$ cat config.mk
export PLATFORM = sky130hd
export DESIGN_NAME = fb_stream_receiver
export DESIGN_NICKNAME = d
export VERILOG_FILES = /design/src/rtl/fb_stream_receiver.sv
export SDC_FILE = /design/constraint.sdc
export NUM_CORES = 1
export LEC_CHECK = 0
export ABC_AREA = 1
export CORE_ASPECT_RATIO = 0.8
export CORE_MARGIN = 4
export CORE_UTILIZATION = 50
export DETAILED_ROUTE_END_ITERATION = 10
export MAX_ROUTING_LAYER = met4
export PLACE_DENSITY = 0.82
export SYNTH_ARGS = -nofsm -noshare
export SYNTH_HDL_FRONTEND = slang
export SYNTH_SLANG_ARGS = --single-unit
$ cat constraint.sdc
create_clock -name clk -period 3.5 [get_ports clk]
set_input_delay 0.7 -clock clk [delete_from_list [all_inputs] [get_ports clk]]
set_output_delay 0.7 -clock clk [all_outputs]
set_load 0.01 [all_outputs]
$ cat src/rtl/fb_stream_receiver.sv
// UART byte stream to frame-buffer receiver: assembles {R,G,B} pixels and writes
// them at sequential addresses, with write handshake, inter-byte timeout and sticky errors.
module fb_stream_receiver #(
    parameter int H_RES          = 1920,
    parameter int V_RES          = 1080,
    parameter int ADDR_W         = 21,
    parameter int TIMEOUT_CYCLES = 1_000_000
) (
    input  logic              clk,
    input  logic              rst,
    input  logic              rx_en,
    input  logic              rx_rdy,
    input  logic [7:0]        rx_data,
    output logic              clr_rx_rdy,
    output logic              fb_we,
    output logic [23:0]       fb_wdata,
    output logic [ADDR_W-1:0] fb_addr,
    input  logic              fb_ready,
    output logic              busy,
    output logic              frame_done,
    output logic              overflow_err,
    output logic              timeout_err
);
    localparam int NUM_PIXELS = H_RES * V_RES;
    localparam int TO_W       = (TIMEOUT_CYCLES > 2) ? $clog2(TIMEOUT_CYCLES) : 1;
    localparam logic [ADDR_W-1:0] LAST_ADDR = ADDR_W'(NUM_PIXELS - 1);
    localparam logic [TO_W-1:0]   TO_LAST   = TO_W'(TIMEOUT_CYCLES - 1);

    typedef enum logic [1:0] {S_IDLE, S_RECV, S_DONE} state_t;

    state_t            r_state;
    logic [1:0]        r_byte_cnt;
    logic [15:0]       r_shift;
    logic [23:0]       r_wdata;
    logic [ADDR_W-1:0] r_addr;
    logic              r_pending;
    logic [TO_W-1:0]   r_tcnt;
    logic              r_ovf;
    logic              r_to;

    logic        w_pix_done;
    logic        w_accept;
    logic [23:0] w_pixel;

    assign w_pix_done = rx_rdy && (r_byte_cnt == 2'd2);
    assign w_accept   = r_pending && fb_ready;
    assign w_pixel    = {r_shift, rx_data};

    assign clr_rx_rdy   = rx_rdy;
    assign fb_we        = r_pending;
    assign fb_wdata     = r_wdata;
    assign fb_addr      = r_addr;
    assign busy         = (r_state == S_RECV);
    assign frame_done   = (r_state == S_DONE);
    assign overflow_err = r_ovf;
    assign timeout_err  = r_to;

    always_ff @(posedge clk or posedge rst) begin
        if (rst) begin
            r_state    <= S_IDLE;
            r_byte_cnt <= '0;
            r_shift    <= '0;
            r_wdata    <= '0;
            r_addr     <= '0;
            r_pending  <= 1'b0;
            r_tcnt     <= '0;
            r_ovf      <= 1'b0;
            r_to       <= 1'b0;
        end else begin
            case (r_state)
                S_IDLE: begin
                    if (rx_en) begin
                        r_state    <= S_RECV;
                        r_addr     <= '0;
                        r_byte_cnt <= '0;
                        r_pending  <= 1'b0;
                        r_tcnt     <= '0;
                        r_ovf      <= 1'b0;
                        r_to       <= 1'b0;
                    end
                end
                S_RECV: begin
                    if (!rx_en) begin
                        r_state    <= S_IDLE;
                        r_byte_cnt <= '0;
                        r_pending  <= 1'b0;
                        r_tcnt     <= '0;
                    end else begin
                        if (rx_rdy) begin
                            r_shift    <= {r_shift[7:0], rx_data};
                            r_byte_cnt <= w_pix_done ? 2'd0 : r_byte_cnt + 2'd1;
                        end
                        // A byte arriving always beats the timeout; only idle partial pixels age.
                        if (rx_rdy || r_byte_cnt == 2'd0) begin
                            r_tcnt <= '0;
                        end else if (r_tcnt == TO_LAST) begin
                            r_tcnt     <= '0;
                            r_byte_cnt <= '0;
                            r_to       <= 1'b1;
                        end else begin
                            r_tcnt <= r_tcnt + 1'b1;
                        end
                        if (w_accept && r_addr == LAST_ADDR) begin
                            r_state   <= S_DONE;
                            r_pending <= 1'b0;
                        end else if (w_accept) begin
                            r_addr    <= r_addr + 1'b1;
                            r_pending <= w_pix_done;
                            if (w_pix_done) r_wdata <= w_pixel;
                        end else if (w_pix_done) begin
                            if (r_pending) begin
                                r_ovf <= 1'b1;
                            end else begin
                                r_pending <= 1'b1;
                                r_wdata   <= w_pixel;
                            end
                        end
                    end
                end
                S_DONE: begin
                    if (!rx_en) r_state <= S_IDLE;
                end
                default: r_state <= S_IDLE;
            endcase
        end
    end
endmodule

=== After elaboration in Yosys (flattened, before gate mapping) ===
Index checks and enable logic that the tools add are counted.

* Register bits: 88
* Bits of input ports: 13
* Output and inout bits: 51
* Logic and storage cells: 88

* $add $sub $neg: 3
* Equality and inequality tests: 18
* Multiplexer cells: 42
* Bitwise logic cells: 1
* Reductions and logical operators: 15

{| class="wikitable"
|+ Operators by type and width
! operator !! number
|-
| 24-bit 2-to-1 mux || 4
|-
| 21-bit 2-to-1 mux || 4
|-
| 20-bit 2-to-1 mux || 4
|-
| 21-bit case mux with 2 select lines || 1
|-
| 20-bit case mux with 2 select lines || 1
|-
| 21-bit by 1-bit adder with 21-bit output, second input constant || 1
|-
| 21-bit == test, second input constant || 1
|-
| 20-bit by 1-bit adder with 20-bit output, second input constant || 1
|-
| 20-bit == test, second input constant || 1
|-
| 2-bit 2-to-1 mux || 10
|-
| 5-bit AND reduction || 3
|-
| 1-bit 2-to-1 mux || 13
|-
| 2-bit inequality test, second input constant || 6
|-
| 2-bit by 1-bit inequality test with 1-bit output, second input constant || 5
|-
| 3-bit AND reduction || 3
|-
| 7-bit AND reduction || 1
|-
| 1-bit case mux with 2 select lines || 3
|-
| 2-bit case mux with 3 select lines || 1
|-
| 5-bit by 2-bit inequality test with 1-bit output, second input constant || 1
|-
| 2-bit == test, second input constant || 2
|-
| 2-bit logical NOT || 2
|-
| 2-bit case mux with 2 select lines || 1
|-
| 1-bit logical AND || 3
|-
| 3-bit by 2-bit inequality test with 1-bit output, second input constant || 1
|-
| 6 further kinds || 6
|}

=== Longest topological paths before layout ===
Gate-level depths: netlist of the first run.

* Depth in word-level cells: 8
* Gate-level depth with buffers: 12
* Depth with buffers taken out: 11

=== Worst setup path before layout of the first run ===
No wires, ideal clock.

* Path kind: reg-to-reg
* Start point: register r_addr[0] (netlist: fb_addr[0])
* End point: register r_wdata[0] (netlist: fb_wdata[0])
* Arrival: 1605 ps
* Data required time: 3384 ps
* Setup slack: 1779 ps
* Cell stages (with the launch flop): 12
* Buffers on the path: 1
* Cell sequence: dfrtp_1 -> ha_1 -> inv_1 -> nor2_4 -> nand2_4 -> clkinv_2 -> nand3_4 -> nand2_2 -> nand2_4 -> buf_2 -> nand3_1 -> nand2_1

* Cells in the longest elaborated chain, start to end: 4

{| class="wikitable"
|+ Ends and longest elaborated chain
! what !! RTL line !! source
|-
| start: declaration || 35 || <nowiki>logic [ADDR_W-1:0] r_addr;</nowiki>
|-
| start signal: assignment || 107 || <nowiki>r_addr <= r_addr + 1'b1;</nowiki>
|-
| 21-bit == test || 103 || <nowiki>if (w_accept && r_addr == LAST_ADDR) begin</nowiki>
|-
| 1-bit logical AND || 103 ||
|-
| 1-bit NOT (no line) || n/a ||
|-
| 5-bit AND reduction (no line) || n/a ||
|-
| end signal: assignment || 109 || <nowiki>if (w_pix_done) r_wdata <= w_pixel;</nowiki>
|-
| end signal: assignment || 115 || <nowiki>r_wdata <= w_pixel;</nowiki>
|-
| end: declaration || 34 || <nowiki>logic [23:0] r_wdata;</nowiki>
|}

Every way passes these cells.
A chain may end at the register's enable or synchronous reset.

=== Final worst setup path of the first run ===
* Start point: register r_addr[0] (netlist: fb_addr[0])
* End point: register r_addr[5] (netlist: fb_addr[5])

* Cells in the longest elaborated chain, start to end: 5

{| class="wikitable"
|+ Ends and longest elaborated chain
! what !! RTL line !! source
|-
| 21-bit by 1-bit adder with 21-bit output || 107 ||
|-
| 21-bit 2-to-1 mux || 106 || <nowiki>end else if (w_accept) begin</nowiki>
|-
| 21-bit 2-to-1 mux || 103 ||
|-
| 21-bit 2-to-1 mux || 83 || <nowiki>if (!rx_en) begin</nowiki>
|-
| 21-bit case mux with 2 select lines || 70 || <nowiki>case (r_state)</nowiki>
|}

Parallel ways exist; a longest one is shown, timed or not. The select of a mux whose other input is x is not followed.

==> flow_metrics.tcl, run 1 <==
set metrics [dict create \
    status "complete, no violations" \
    synth_seq_cells 88 \
    skew_ns 0.00764 \
    yosysUniqueCellTypes 31 \
    synth-edff-count 0 \
    period_minus_slack_ns 2.57 \
    finalHoldViolations 0 \
    rows 31 \
    cp-startpoint "fb_addr[0]" \
    syn-num-nets 641 \
    cts_root_buffer "clkbuf_16" \
    grt_pass1_vias 4164 \
    drive_gt1_share_pct 8.99 \
    slowest_stage "dfrtp_1" \
    dr_total_vias 4262 \
    vias_per_cell 5.29 \
    core_area_um2 9110 \
    cts_max_level 3 \
    io_pins 64 \
    critPathKind "register to register" \
    crit_arrival_ns 2.77 \
    ys_top_cells_by_count "nand2_1, nor2_1, dfrtp_1" \
    yosysWarnings 0 \
    top_layer "met4" \
    chipWidth_um 117 \
    wl_per_cell_um 14.2 \
    post-place-ws_ns 0.864 \
    synth.top_cell.area_share_pct 46.6 \
    cts_resized 0 \
    die_height_um 94.9 \
    cpMostUsedCell "nand2_1" \
    drtIter0Drc 262 \
    numCtsBuffers 9 \
    worstPathMaxFanout 22 \
    powerDensity_nw_per_um2 499 \
    drt_wl_total_um 11500 \
    synth.avg_cell_area_um2 7.55 \
    holdPathStages 2 \
    area_growth_pct 21.3 \
    synth_seq_area_share_pct 46.6 \
    synth.most_common_cell "nand2_1" \
    post_cts_buffers 0 \
    maxCapViolCount 0 \
    io_buffers 63 \
    async_flop_share_pct 100 \
    ir_drop_v 0.000339 \
    tightest_slew_ns 0.864 \
    dr.pass1.iters 5 \
    setup_viol 0 \
    rsz0062_at_grt "false" \
    grt_usage_pct 22.5 \
    min_path_type "register to register" \
    die_area_um2 11100 \
    dr_wl_met3_um 777 \
    min_from "fb_wdata[23]" \
    postCtsHoldBufs 0 \
    place_hpwl_um 8220 \
    critPathCaptureType "register" \
    drc_errors 0 \
    reg2reg_depth 11 \
    startpoint_type "register" \
    grt-ovfl-total 0 \
    cts_tree "done" \
    ys.flop_type "dfrtp_1" \
    timing.slew.headroom_pct 42.3 \
    synth.cell_area_um2 4720 \
    cts_buffer_depth 2 \
    setup_tns_ns 0 \
    synth_cells 626 \
    start_util_pct 51.8 \
    final_nets 700 \
    wl_met1_um 5160 \
    slew_violations 0 \
    antenna_found_initial 0 \
    reg2reg_from "fb_addr[0]" \
    clk_pin_slew_ns 0.07 \
    ys_top_cells_by_area "dfrtp_1, nand2_1, nor2_1" \
    fin_crit_sh_pct 73.5 \
    slowest_delay_ns 0.51 \
    fmax_ghz 0.389 \
    clock-sinks 88 \
    place.gp.congestion 0.882 \
    cp.required_ns 3.70 \
    setup_ws_ns 0.926 \
    grt_max_degree 49 \
    synth_top_cell_by_area "dfrtp_1" \
    crit_chain "ha_1 > inv_1 > nor2_4 > nand2_4 > clkinv_2 > nand3_4 > nand3_2 > buf_4 > nand2_1 > nand2_1 > o21ai_1" \
    clock_latency_ns 0.34 \
    antennaDiodeCount 0 \
    leakage_nw 2.58 \
    grt_pass1_wl_um 19300 \
    ant_nets 0 \
    wl_met2_um 5390 \
]
[metrics by stage]
step                      power (mW)  area, um^2  util [%]  cells  hold slack [ns]
after floorplan                 1.59        4720         -    626            0.454
after global placement          1.87        5420      59.5    789            0.461
after detailed placement        1.91        5420      59.5    789            0.460
after CTS                       2.89        5730      62.8    805            0.475
after global routing            3.00        5730      62.8    805            0.508
final                           2.86        5730      62.8    805            0.474
[routing by layer]
metal  global-route usage, %  vias up
li1                        -     2087
met1                    30.7     2014
met2                    34.0      144
met3                    5.12       17
met4                    6.11        0
met5                       -        -
[worst max-delay path, delay by kind of cell, from the launching register on]
kind,cells,cell delay [ns]
flops,1,0.51
simple gates,6,1.10
fa+ha+maj,1,0.30
buf+inv,3,0.43
compound gates,1,0.08
[registers in the layout, indices dropped and copies added (netlist names)]
name,count
r_state,2
fb_we,1
r_byte_cnt,2
timeout_err,1
fb_addr,21
overflow_err,1
fb_wdata,24
r_tcnt,20
r_shift,16
[power by group]
part,internal (mW),switching [mW],total (mW)
Sequential,1.18,0.119,1.29
Combinational,0.280,0.306,0.586
Clock,0.565,0.413,0.978
[cell usage in the layout (no fill, tap or decap), drive strengths merged]
cell type / Yosys / layout
dfrtp: 88 / 88
nor3: 8 / 8
nand4: 10 / 10
nand2: 207 / 207
clkdlybuf4s50: 0 / 63
a21oi: 13 / 13
nor3b: 1 / 1
inv: 52 / 52
o21bai: 2 / 2
clkinv: 1 / 5
bufinv: 0 / 1
nor2: 109 / 109
ha: 2 / 2
clkbuf: 7 / 10
o21ai: 20 / 20
nand3: 73 / 73
a31oi: 2 / 2
xor2: 9 / 9
xnor2: 9 / 9
clkinvlp: 0 / 1
buf: 13 / 5
[worst paths after layout]
kind | slack, ns | end
setup / recovery | 0.93 | fb_addr[5]
hold / removal | 0.47 | fb_wdata[23]
setup reg to reg | 0.93 | fb_addr[5]
hold reg to reg | 0.47 | fb_wdata[23]
max in group asynchronous | 2.03 | fb_addr[4]
min in group asynchronous | 0.78 | fb_wdata[5]
[kinds of logic after synthesis]
| family | count (synthesis) | synth area share (%) |
|---|---|---|
| flip-flops | 88 | 46.6 |
| AO/OA/AOI/OAI | 37 | 4.08 |
| buffers and inverters | 73 | 6.99 |
| XOR/XNOR | 18 | 3.34 |
| AND/OR/NAND/NOR | 408 | 38.4 |
| adder cells (fa/ha/maj) | 2 | 0.530 |
[final cells by class]
class	instances	area, um^2
clock buffer	10	229
clock inverter	6	80.1
fill	770	3390
inverter	53	201
multi-input combinational	465	2190
sequential	88	2200
tap	115	144
timing repair buffer	68	681
No activity file was read; power rests on OpenSTA's default activity.
==> run 2, diff against run 1 <==
Settings changed: PLACE_DENSITY 0.82 to 0.85.
Clock period 3.5 ns to 2.3 ns, I/O delays scaled along.
==> run 2 against run 1 <==
  * Critical path depth is 7 lower
  * Clock power is 45% higher
  * Non-clock buffer count up 6
  * Global-route usage increased by 0.61 points
  * Via count increased by 1.6%
  * First-iteration DRC count grew 110%
  * Clock skew increased by 0.00088 ns
  * Core utilization increased by 0.29 points
  * Setup slack lost 0.72 ns
  * Register-to-register slack got worse by 0.63 ns
  * Sequential share of layout area is 0.18 points lower
  * Sequential power is 53% higher
  * Critical path type is now register to output port
  * Critical endpoint is now busy
==> flow_metrics.tcl, run 2 (synthesis gave the netlist of run 1 again) <==
set metrics [dict create \
    fin_crit_sh_pct 91.0 \
    vias_per_cell 5.34 \
    clk_pin_slew_ns 0.07 \
    drt_wl_total_um 11700 \
    setup_tns_ns 0 \
    ir_drop_v 0.000721 \
    grt_usage_pct 23.1 \
    skew_ns 0.00853 \
    cpMostUsedCell "inv_1" \
    cts_max_level 3 \
    rsz0062_at_grt "false" \
    fmax_ghz 0.478 \
    status "complete, no violations" \
    slowest_delay_ns 0.56 \
    tightest_slew_ns 0.455 \
    critPathKind "register to output port" \
    grt_pass1_vias 4132 \
    slowest_stage "clkdlybuf4s50_1" \
    cts_resized 0 \
    path_buf_inv 3 \
    dr_total_vias 4332 \
    dr.pass1.iters 7 \
    start_util_pct 51.8 \
    antennaDiodeCount 0 \
    drive_gt1_share_pct 9.91 \
    timing.slew.headroom_pct 69.6 \
    dp.cells 795 \
    wl_per_cell_um 14.4 \
    core_area_um2 9110 \
    setup_viol 0 \
    reg2reg_depth 11 \
    antenna_found_initial 0 \
    place.gp.congestion 0.958 \
    final_common_cell "nand2_1" \
    cts_root_buffer "clkbuf_16" \
    grt_pass1_wl_um 19700 \
    worstSetupPathDepth 4 \
    clock-sinks 88 \
    powerDensity_nw_per_um2 751 \
    clock_latency_ns 0.35 \
    leakage_nw 2.61 \
    cts_buffer_depth 2 \
    postCtsHoldBufs 0 \
    largest_reg_flops 24 \
    ant_nets 0 \
    die_height_um 94.9 \
    drc_errors 0 \
    place_hpwl_um 8190 \
    crit_chain "inv_1 > nand2_1 > inv_1 > clkdlybuf4s50_1" \
    slew_violations 0 \
    layoutNonFillerInstCount 811 \
    maxCapViolCount 0 \
    post_cts_buffers 0 \
    grt-ovfl-total 0 \
    critPathCaptureType "output port" \
    drtIter0Drc 542 \
    layout_common_cells "nand2_1, nor2_1, dfrtp_1" \
    holdPathStages 2 \
    grt_max_degree 89 \
    die_area_um2 11100 \
    rows 31 \
    period_minus_slack_ns 2.09 \
    io_buffers 63 \
    area_growth_pct 21.8 \
    numCtsBuffers 9 \
    cts_tree "done" \
    cp.required_ns 1.84 \
    final_nets 706 \
    io_pins 64 \
    cp_top_family "buffers and inverters" \
    min_path_type "register to register" \
    crit_arrival_ns 1.63 \
    worstPathMaxFanout 4 \
    startpoint_type "register" \
    chipWidth_um 117 \
    finalHoldViolations 0 \
]
## run 2: changes by cell type in the layout (fill, tap and decap cells not counted), sizes merged
cell    before  now
buf          5   11
bufinv       1    0
clkbuf      10    9
clkinv       5    4
inv         52   55
## run 2: metal layers
| layer | track usage, % | wire, um | up-vias |
|---|---|---|---|
| met5 | - | 0 | - |
| met2 | 35.6 | 5440 | 191 |
| li1 | - | - | 2109 |
| met1 | 30.9 | 5200 | 2016 |
| met3 | 5.51 | 914 | 16 |
| met4 | 6.21 | 150 | 0 |
## run 2: final cells by class
class,instances,area [um^2]
fill,775,3360
sequential,88,2200
multi-input combinational,465,2190
timing repair buffer,74,726
clock buffer,9,225
inverter,53,204
tap,115,144
clock inverter,7,62.6
## run 2: stage by stage
stage	utilization, %	hold WS [ns]	cell area (um^2)	power (mW)	setup WS [ns]
floorplan	-	0.454	4730	2.43	0.579
CTS	63.1	0.480	5750	4.35	0.197
detailed placement	60.0	0.462	5470	2.92	0.195
global route	63.1	0.510	5750	4.53	0.0931
finish	63.1	0.477	5750	4.32	0.208
global placement	60.0	0.459	5470	2.87	0.278
## run 2: worst paths after layout
check	from	end	slack (ns)
worst max-delay path	r_state[1]	busy	0.21
worst max register to register	fb_addr[1]	fb_wdata[8]	0.30
worst min register to register	fb_wdata[18]	fb_wdata[18]	0.48
max in group asynchronous	rst	r_state[0]	1.37
worst min-delay path	fb_wdata[18]	fb_wdata[18]	0.48
min in group asynchronous	rst	fb_wdata[5]	0.58
## run 2: report_power, final
| part | total (mW) | internal [mW] | switching, mW |
|---|---|---|---|
| logic | 0.929 | 0.442 | 0.487 |
| registers | 1.97 | 1.79 | 0.182 |
| clock network | 1.42 | 0.757 | 0.667 |
## run 2: worst reg2reg max path: stages (launching register included)
cell and delay (ns):
dfrtp_1 0.43, ha_1 0.28, inv_1 0.10, nor2_4 0.18, nand2_4 0.10, clkinv_2 0.09
nand3_4 0.08, nand2_2 0.09, nand2_4 0.18, nand2_8 0.28, nand2_2 0.07, nand2_1 0.07
==> run 3, diff against run 2 <==
Settings changed: GPL_TIMING_DRIVEN from default to 0.
==> run 3 against run 2 <==
  * Sequential power hardly changed
  * Final cell count is 1.4% higher
  * Wire length is 0.88% lower
  * Design area is 1.2% higher
  * Setup slack worse by 0.057 ns
  * Clock power hardly changed
  * Register-to-register slack worse by 0.05 ns
  * Count of clock-buffer cells in the layout is 2 higher
  * Core utilization is 0.76 points higher
  * Clock skew hardly changed
  * Critical path type is now input port to output port
==> flow_metrics.tcl, run 3 (synthesis gave the netlist of run 1 again) <==
set metrics [dict create \
    slowest_stage "clkdlybuf4s50_1" \
    final_nets 717 \
    place_hpwl_um 8680 \
    p_switching_mw 1.29 \
    finalHoldViolations 0 \
    period_minus_slack_ns 2.15 \
    p_int_mw 3.00 \
    largest_reg_flops 24 \
    antennaDiodeCount 0 \
    vias_per_cell 5.21 \
    tightest_slew_ns 0.486 \
    drive_gt1_share_pct 10.2 \
    cts_tree "done" \
    combPwrFrac_pct 21.5 \
    post_cts_buffers 0 \
    powerDensity_nw_per_um2 737 \
    chipWidth_um 117 \
    grt_pass1_wl_um 19700 \
    cts_max_level 3 \
    clk_pin_slew_ns 0.07 \
    die_height_um 94.9 \
    cpMostUsedCell "clkdlybuf4s50_1" \
    reg2reg_from "fb_addr[0]" \
    cp-startpoint "rx_rdy" \
    layout_common_cells "nand2_1, nor2_1, dfrtp_1" \
    die_area_um2 11100 \
    layoutNonFillerInstCount 822 \
    core_area_um2 9110 \
    crit_arrival_ns 1.69 \
    dp.cells 806 \
    cts_resized 0 \
    cts_buffer_depth 2 \
    reg2reg_depth 11 \
    setup_viol 0 \
    critPathCaptureType "output port" \
    fin_crit_sh_pct 93.5 \
    numCtsBuffers 9 \
    postCtsHoldBufs 0 \
    drc_errors 0 \
    drt_wl_total_um 11600 \
    wl_per_cell_um 14.1 \
    io_buffers 63 \
    clock_latency_ns 0.34 \
    fmax_ghz 0.465 \
    dr.pass1.iters 5 \
    maxCapViolCount 0 \
    area_growth_pct 23.3 \
    io_pins 64 \
    min_path_type "input port to async pin" \
    slowest_delay_ns 0.57 \
    clock_power_share_pct 32.7 \
    drtIter0Drc 371 \
    seqPwrFrac_pct 45.8 \
    status "complete, no violations" \
    cts_root_buffer "clkbuf_16" \
    hold_slack_ns 0.447 \
    post-place-ws_ns 0.163 \
    grt-ovfl-total 0 \
    final_common_cell "nand2_1" \
    worstPathMaxFanout 4 \
    grt_usage_pct 23.1 \
    antenna_found_initial 0 \
    switching_share_pct 30.0 \
    grt_pass1_vias 4142 \
    critPathKind "input port to output port" \
    start_util_pct 51.8 \
    reg2reg_to "fb_wdata[3]" \
    skew_ns 0.00820 \
    clock-sinks 88 \
    slew_violations 0 \
    rows 31 \
    rsz0062_at_grt "false" \
    grt_max_degree 40 \
    ant_nets 0 \
    startpoint_type "input port" \
    utilization_pct 63.9 \
    setup_ws_ns 0.150 \
    place.gp.congestion 0.889 \
    ir_drop_v 0.000703 \
    dr_total_vias 4286 \
    crit_chain "clkdlybuf4s50_1 > buf_4 > clkdlybuf4s50_1" \
    leakage_nw 2.64 \
    r2r_slack_ns 0.25 \
    cp.required_ns 1.84 \
    timing.slew.headroom_pct 67.6 \
]
==> run 3: changes by cell type in the layout (fill, tap and decap cells not counted) <==
cell        delta
inv_8          -2
clkbuf_8       +1
clkinvlp_4     +1
buf_4          -9
buf_6          +1
buf_2          +9
buf_12         +3
clkbuf_1       +8
clkinv_4       -1
==> run 3: worst max-delay path by stage <==
stage | cells past startpoint | slack [ns] | endpoint
after floorplan | 11 | 0.58 | fb_wdata[0]
final | 3 | 0.15 | clr_rx_rdy
after global routing | 11 | 0.11 | fb_wdata[6]
after global placement | 2 | -0.11 | r_tcnt[9]
after CTS | 3 | 0.16 | clr_rx_rdy
after detailed placement | 3 | 0.16 | clr_rx_rdy
==> run 3: per-layer routing <==
layer	global-route usage, %	wire length [um]	up-vias
met4	6.02	152	0
met2	35.2	5520	134
met1	31.5	5290	2006
li1	-	-	2125
met3	5.00	636	21
met5	-	0	-
==> run 3: layout make-up <==
cell class / count / area, um^2
Inverter: 53 / 204
Clock inverter: 5 / 38.8
Tap cell: 115 / 144
Timing Repair Buffer: 65 / 671
Fill cell: 767 / 3290
Clock buffer: 11 / 243
Sequential cell: 88 / 2200
Multi-Input combinational cell: 465 / 2190
Buffer: 20 / 130
==> run 3: worst max-delay path: cells and delay by family <==
family / cells / cell delay [ns]
buf+inv: 3 / 1.23
==> run 3: power groups by stage <==
| stage | Combinational (mW) | Clock [mW] | Sequential (mW) |
|---|---|---|---|
| 2_1_floorplan | 0.396 | 0 | 2.03 |
| 3_3_place_gp | 0.887 | 0 | 1.98 |
| 3_5_place_dp | 0.926 | 0 | 1.99 |
| 4_1_cts | 0.935 | 1.42 | 1.96 |
| 5_1_grt | 1.02 | 1.49 | 1.99 |
| 6_report | 0.921 | 1.40 | 1.97 |
==> run 3: stage by stage <==
stage	power [mW]	instance area [um^2]	TNS, ns
5_1_grt	4.50	5820	0
3_5_place_dp	2.92	5540	0
2_1_floorplan	2.43	4730	0
6_report	4.29	5820	0
3_3_place_gp	2.86	5500	-9.28
4_1_cts	4.32	5820	0
